`src/rtl/fetch.sv`:
```
// Instruction-fetch stage: fixed 256 x 15 program ROM with a registered read port.
// PROM_OUT takes ROM[P_COUNT] on each rising CLK_FT edge; RESET_N clears it asynchronously.
module fetch (
    input  logic        CLK_FT,
    input  logic        RESET_N,
    input  logic [7:0]  P_COUNT,
    output logic [14:0] PROM_OUT
);

    logic [14:0] rom_word;

    // Sum 1..10, storing each partial sum to address 64; everything past 14 is mov r0,r0.
    always_comb begin
        rom_word = '0;
        case (P_COUNT)
            8'd0:    rom_word = 15'h4800;  // ldh r0,0
            8'd1:    rom_word = 15'h4000;  // ldl r0,0
            8'd2:    rom_word = 15'h4900;  // ldh r1,0
            8'd3:    rom_word = 15'h4101;  // ldl r1,1
            8'd4:    rom_word = 15'h4A00;  // ldh r2,0
            8'd5:    rom_word = 15'h4200;  // ldl r2,0
            8'd6:    rom_word = 15'h4B00;  // ldh r3,0
            8'd7:    rom_word = 15'h430A;  // ldl r3,10
            8'd8:    rom_word = 15'h0A20;  // add r2,r1
            8'd9:    rom_word = 15'h0840;  // add r0,r2
            8'd10:   rom_word = 15'h7040;  // st r0,64
            8'd11:   rom_word = 15'h5260;  // cmp r2,r3
            8'd12:   rom_word = 15'h580E;  // je 14
            8'd13:   rom_word = 15'h6008;  // jmp 8
            8'd14:   rom_word = 15'h7800;  // hlt
            default: rom_word = '0;
        endcase
    end

    always_ff @(posedge CLK_FT or negedge RESET_N) begin
        if (!RESET_N) begin
            PROM_OUT <= '0;
        end else begin
            PROM_OUT <= rom_word;
        end
    end

endmodule

```
`config.mk`:
```
export PLATFORM = sky130hd
export DESIGN_NAME = fetch
export DESIGN_NICKNAME = d
export VERILOG_FILES = /design/src/rtl/fetch.sv
export SDC_FILE = /design/constraint.sdc
export NUM_CORES = 1
export LEC_CHECK = 0
export ABC_AREA = 1
export BUFFER_PORTS_ARGS = -buffer_cell sky130_fd_sc_hd__clkbuf_2
export CAP_MARGIN = 10
export CORE_MARGIN = 4
export CORE_UTILIZATION = 41
export CTS_CLUSTER_SIZE = 40
export DETAILED_ROUTE_END_ITERATION = 6
export PLACE_DENSITY_LB_ADDON = 0.12
export SYNTH_ARGS = -nofsm -noshare
export SYNTH_HDL_FRONTEND = slang
export SYNTH_SLANG_ARGS = --single-unit
```
`constraint.sdc`:
```
create_clock -name CLK_FT -period 0.8 [get_ports CLK_FT]
set_input_delay 0.04 -clock CLK_FT [delete_from_list [all_inputs] [get_ports CLK_FT]]
set_output_delay 0.04 -clock CLK_FT [all_outputs]
set_load 0.02 [all_outputs]
```
==> results.cfg, run 1 <==
[status]
status = finished, violations left
violations = negative setup slack

[routing]
firstDrtPassIters = 5
drt_iter0_markers = 3
drc = 0
ant_nets = 0
vias = 490
drt-total-wl_um = 1050
routed_via_density = 4.62
drt-wirelength-per-cell_um = 9.90

[power_and_ir_drop]
ir_drop_uv = 689
p_per_area_nw_per_um2 = 1350
power_leakage_nw = 0.456

[layout]
final_layout_size_suffix_gt1_share_pct = 47.3
largest_register = PROM_OUT
largest_reg_flops = 12
layout_common_cells = dfrtp_1, buf_6, nor2_1, clkbuf_2, nand2_1
nets = 107
diodes = 0
syn_to_final_growth_pct = 36.6
reg_top3 = PROM_OUT (12)
fin_util_pct = 62.5
fillers = 135

[timing]
fin_ws_ns = -0.00551
period_share_pct = 101
setup_tns_ns = -0.0149
rsz0062_at_grt = yes
drv_slew = 0
fmax_mhz = 1240
setup_violations = 5
finalHoldViolCount = 0
min_period_ns = 0.806

[worst_setup_path]
crit_type = reg2out
end_kind = output pin
cp_data_required_time_ns = 0.76
critPathMaxFanout = 1
critPathArrivalTime_ns = 0.77
cp.buffers_inverters = 1
crit_path_end = PROM_OUT[8]
slowest_delay_ns = 0.38
critical_path_cell_count = 1
worst_path_max_delay_cell = dfrtp_1
cp_top_family = flip-flops
cp-start-kind = flop
startpoint = PROM_OUT[8]
crit_path_cell_trace = buf_6

[global_routing]
grt_max_degree = 13
first_global_vias = 444
grt_pass1_wl_um = 1790
grt-ovfl-total = 0
grt_use_total_pct = 11.5
antenna_found_initial = 0

[cts]
cts_root_buffer = clkbuf_4
cts.path.max_buffers = 2
cts_tree = built
cts_sinks = 12
cts_buffers = 3
cts-htree-levels = 1
clk_pin_slew_worst_paths_ns = 0.06

[worst_hold_path]
hold_class = in2reg

[synthesis]
synth_area_per_cell_um2 = 9.89
synth_edf_count = 0
synth.yosys.seq_area_share_pct = 47.4
postSynth.asyncResetShare_pct = 100
yosys-top-cells-area = dfrtp_1, ha_1, nor2_1
synth.distinct_cells = 18
syn-cell-area_um2 = 633
synthCells = 64
ys_seq_elements = 12
ys.flop_type = dfrtp_1
yosys.area.top_type = dfrtp_1
synth_warnings = 0
synth.top_cell.area_share_pct = 47.4

[floorplan]
die_h_um = 47.3
core_area_um2 = 1380
die_area_um2 = 2240
die_w_um = 47.3
io_pins = 25
start_util_pct = 45.8
num_rows = 13

[flow_run]
cap_violations = 0

[place]
gp_congestion = 0.851
dp_hpwl_um = 884
port_buffers = 21
-- worst min path at each step --
| stage | start | endpoint | slack [ns] | depth (start not counted) |
|---|---|---|---|---|
| 3_3_place_gp | RESET_N | PROM_OUT[5] | -0.07 | 1 |
| 3_5_place_dp | RESET_N | PROM_OUT[5] | -0.07 | 1 |
| 6_report | P_COUNT[7] | PROM_OUT[1] | 0.06 | 4 |
| 2_1_floorplan | RESET_N | PROM_OUT[0] | -0.26 | 0 |
| 5_1_grt | P_COUNT[6] | PROM_OUT[3] | 0.09 | 4 |
| 4_1_cts | P_COUNT[7] | PROM_OUT[1] | 0.06 | 4 |
-- metrics by stage --
| stage | hold WS, ns | power [mW] | cells | cell area, µm² | setup WS, ns |
|---|---|---|---|---|---|
| after floorplan | -0.256 | 0.763 | 66 | 641 | 0.0458 |
| after global placement | -0.0665 | 0.823 | 102 | 757 | -0.0600 |
| after detailed placement | -0.0652 | 0.824 | 102 | 757 | -0.109 |
| after CTS | 0.0614 | 1.17 | 106 | 790 | -0.0230 |
| after global routing | 0.0856 | 1.23 | 106 | 865 | -0.0371 |
| final | 0.0602 | 1.17 | 106 | 865 | -0.00551 |
-- power by group --
| part | switching (mW) | internal (mW) |
|---|---|---|
| Sequential | 0.00292 | 0.613 |
| Clock | 0.169 | 0.174 |
| Combinational | 0.125 | 0.0809 |
| Total | 0.297 | 0.868 |
-- logic make-up after synthesis --
kind of cell | Yosys count | share of synthesized area (%)
AO/OA/AOI/OAI | 6 | 5.93
other | 1 | 0.592
adder cells (fa/ha/maj) | 4 | 7.91
AND/OR/NAND/NOR | 31 | 27.3
buffers and inverters | 10 | 10.9
flip-flops | 12 | 47.4
-- layer usage --
metal / track usage, % / vias to the layer above / routed length (µm)
met5: 0 / - / 0
met3: 3.07 / 4 / 100
li1: - / 253 / -
met4: 6.63 / 0 / 18
met2: 17.4 / 21 / 483
met1: 14.7 / 212 / 447
-- cells in the mapped netlist (3+ instances only) --
master and number:
nand2_2 4, nand2_1 7, nand3_1 5, ha_1 4, inv_1 3, nor2_1 9, buf_4 3, dfrtp_1 12
-- what timing repair did --
action | CTS | global route
hold buffers | 1 | 0
endpoints found under the hold margin | 12 | 0
buffers inserted | 0 | 0
setup endpoints to repair | 12 | 12
resized for setup | 0 | 36
-- cell type report --
class,instances,area [µm²],share of cell area [%]
flip-flops and latches,12,300,34.7
multi-input cells,44,272,31.4
repair buffers,27,228,26.3
inverters,5,23.8,2.75
clock buffers,3,22.5,2.60
well taps,15,18.8,2.17
Note: power is estimated with default switching activity, not from simulation.
==> run 2, diff against run 1 <==
- RECOVER_POWER: unset -> 50
- SLEW_MARGIN: unset -> 20
==> results.cfg, run 2 (same netlist as run 1, synthesis figures left out) <==
[timing]
fmax_mhz = 1250
setup_violations = 2
min_period_ns = 0.802
drv_slew = 0
period_share_pct = 100
rsz0062_at_grt = yes
finalHoldViolCount = 0
fin_ws_ns = -0.00236

[cts]
clk_pin_slew_worst_paths_ns = 0.06
cts_root_buffer = clkbuf_4
cts-htree-levels = 1
cts_setup_buffers = 0
cts.path.max_buffers = 2
cts_tree = built
cts_sinks = 12
cts_buffers = 3

[routing]
drt_iter0_markers = 4
routed_via_density = 4.63
drc = 0
drt-total-wl_um = 1060
firstDrtPassIters = 4
drt-wirelength-per-cell_um = 9.96
vias = 491
ant_nets = 0

[worst_setup_path]
cp-start-kind = flop
end_kind = output pin
cp_data_required_time_ns = 0.76
slowest_delay_ns = 0.38
worst_path_max_delay_cell = dfrtp_1
crit_path_cell_trace = buf_6
cp_top_family = flip-flops
critPathArrivalTime_ns = 0.76
critPathMaxFanout = 1
cp.buffers_inverters = 1
crit_type = reg2out

[power_and_ir_drop]
p_total_mw = 1.16
power_leakage_nw = 0.453
p_per_area_nw_per_um2 = 1350
ir_drop_uv = 681

[place]
port_buffers = 21
gp_congestion = 0.851
dp.cells = 102
dp_hpwl_um = 884

[worst_hold_path]
hold_start = P_COUNT[7]
hold_class = in2reg
worstHoldPathCells = 4
hold_end = PROM_OUT[1]

[layout]
final_layout_size_suffix_gt1_share_pct = 45.1
syn_to_final_growth_pct = 36.0
largest_register = PROM_OUT
largest_reg_flops = 12
final_cells = 106
layout_common_cells = dfrtp_1, buf_6, nor2_1
reg_top3 = PROM_OUT (12)
nets = 107
diodes = 0

[floorplan]
io_pins = 25
core_area_um2 = 1380
num_rows = 13
start_util_pct = 45.8
die_w_um = 47.3
die_h_um = 47.3
die_area_um2 = 2240

[global_routing]
grt_pass1_wl_um = 1790
first_global_vias = 444
grt_use_total_pct = 11.5
grt-ovfl-total = 0
antenna_found_initial = 0
grt_max_degree = 13

[status]
status = finished, violations left
violations = negative setup slack

[flow_run]
cap_violations = 0
[run 2: cell counts in the layout (fill, tap and decap cells not counted)]
No cell type changed its count.
[run 2: how the worst max path moves through the flow]
stage	startpoint	endpoint	slack (ns)	cells after the start
after floorplan	P_COUNT[1]	PROM_OUT[13]	0.05	6
after global placement	P_COUNT[0]	PROM_OUT[13]	-0.06	7
after detailed placement	P_COUNT[0]	PROM_OUT[13]	-0.11	7
after CTS	PROM_OUT[8]	PROM_OUT[8]	-0.02	1
after global routing	PROM_OUT[14]	PROM_OUT[14]	-0.04	1
final	PROM_OUT[8]	PROM_OUT[8]	-0.002	1
[run 2: metrics by stage]
step	hold slack (ns)	setup TNS [ns]	util (%)	cell area, µm²	setup WS, ns
after detailed placement	-0.0652	-0.300	54.8	757	-0.109
after global routing	0.0827	-0.281	62.3	861	-0.0371
after CTS	0.0614	-0.162	57.1	790	-0.0230
final	0.0604	-0.00282	62.3	861	-0.00236
after global placement	-0.0665	-0.202	54.8	757	-0.0600
after floorplan	-0.256	0	-	641	0.0458
[run 2: per-layer routing]
layer  routed length [µm]  vias up  track usage [%]
met5                    0        -                0
met4                   12        0             6.63
met3                  100        2             3.07
met2                  489       21             17.4
met1                  453      215             14.7
li1                     -      253                -
[run 2: power breakdown]
part	internal (mW)	total (mW)	switching (mW)
logic	0.0799	0.205	0.125
clock network	0.173	0.339	0.166
registers	0.613	0.616	0.00292
[run 2: what timing repair did]
action | in CTS | in global routing
hold buffers | 1 | 0
endpoints found under the setup margin | 12 | 12
resized for setup | 0 | 36
hold endpoints to repair | 12 | 0
[run 2: tightest hold or removal path: cells and delay by family]
family                 cells  cell delay (ns)
AND/OR/NAND/NOR            3             0.13
buffers and inverters      1             0.10
[run 2: area by class of cell]
type,instances,area [µm²]
inverter,5,23.8
fill,134,522
timing repair buffer,27,226
sequential,12,300
tap,15,18.8
multi-input combinational,44,269
clock buffer,3,22.5
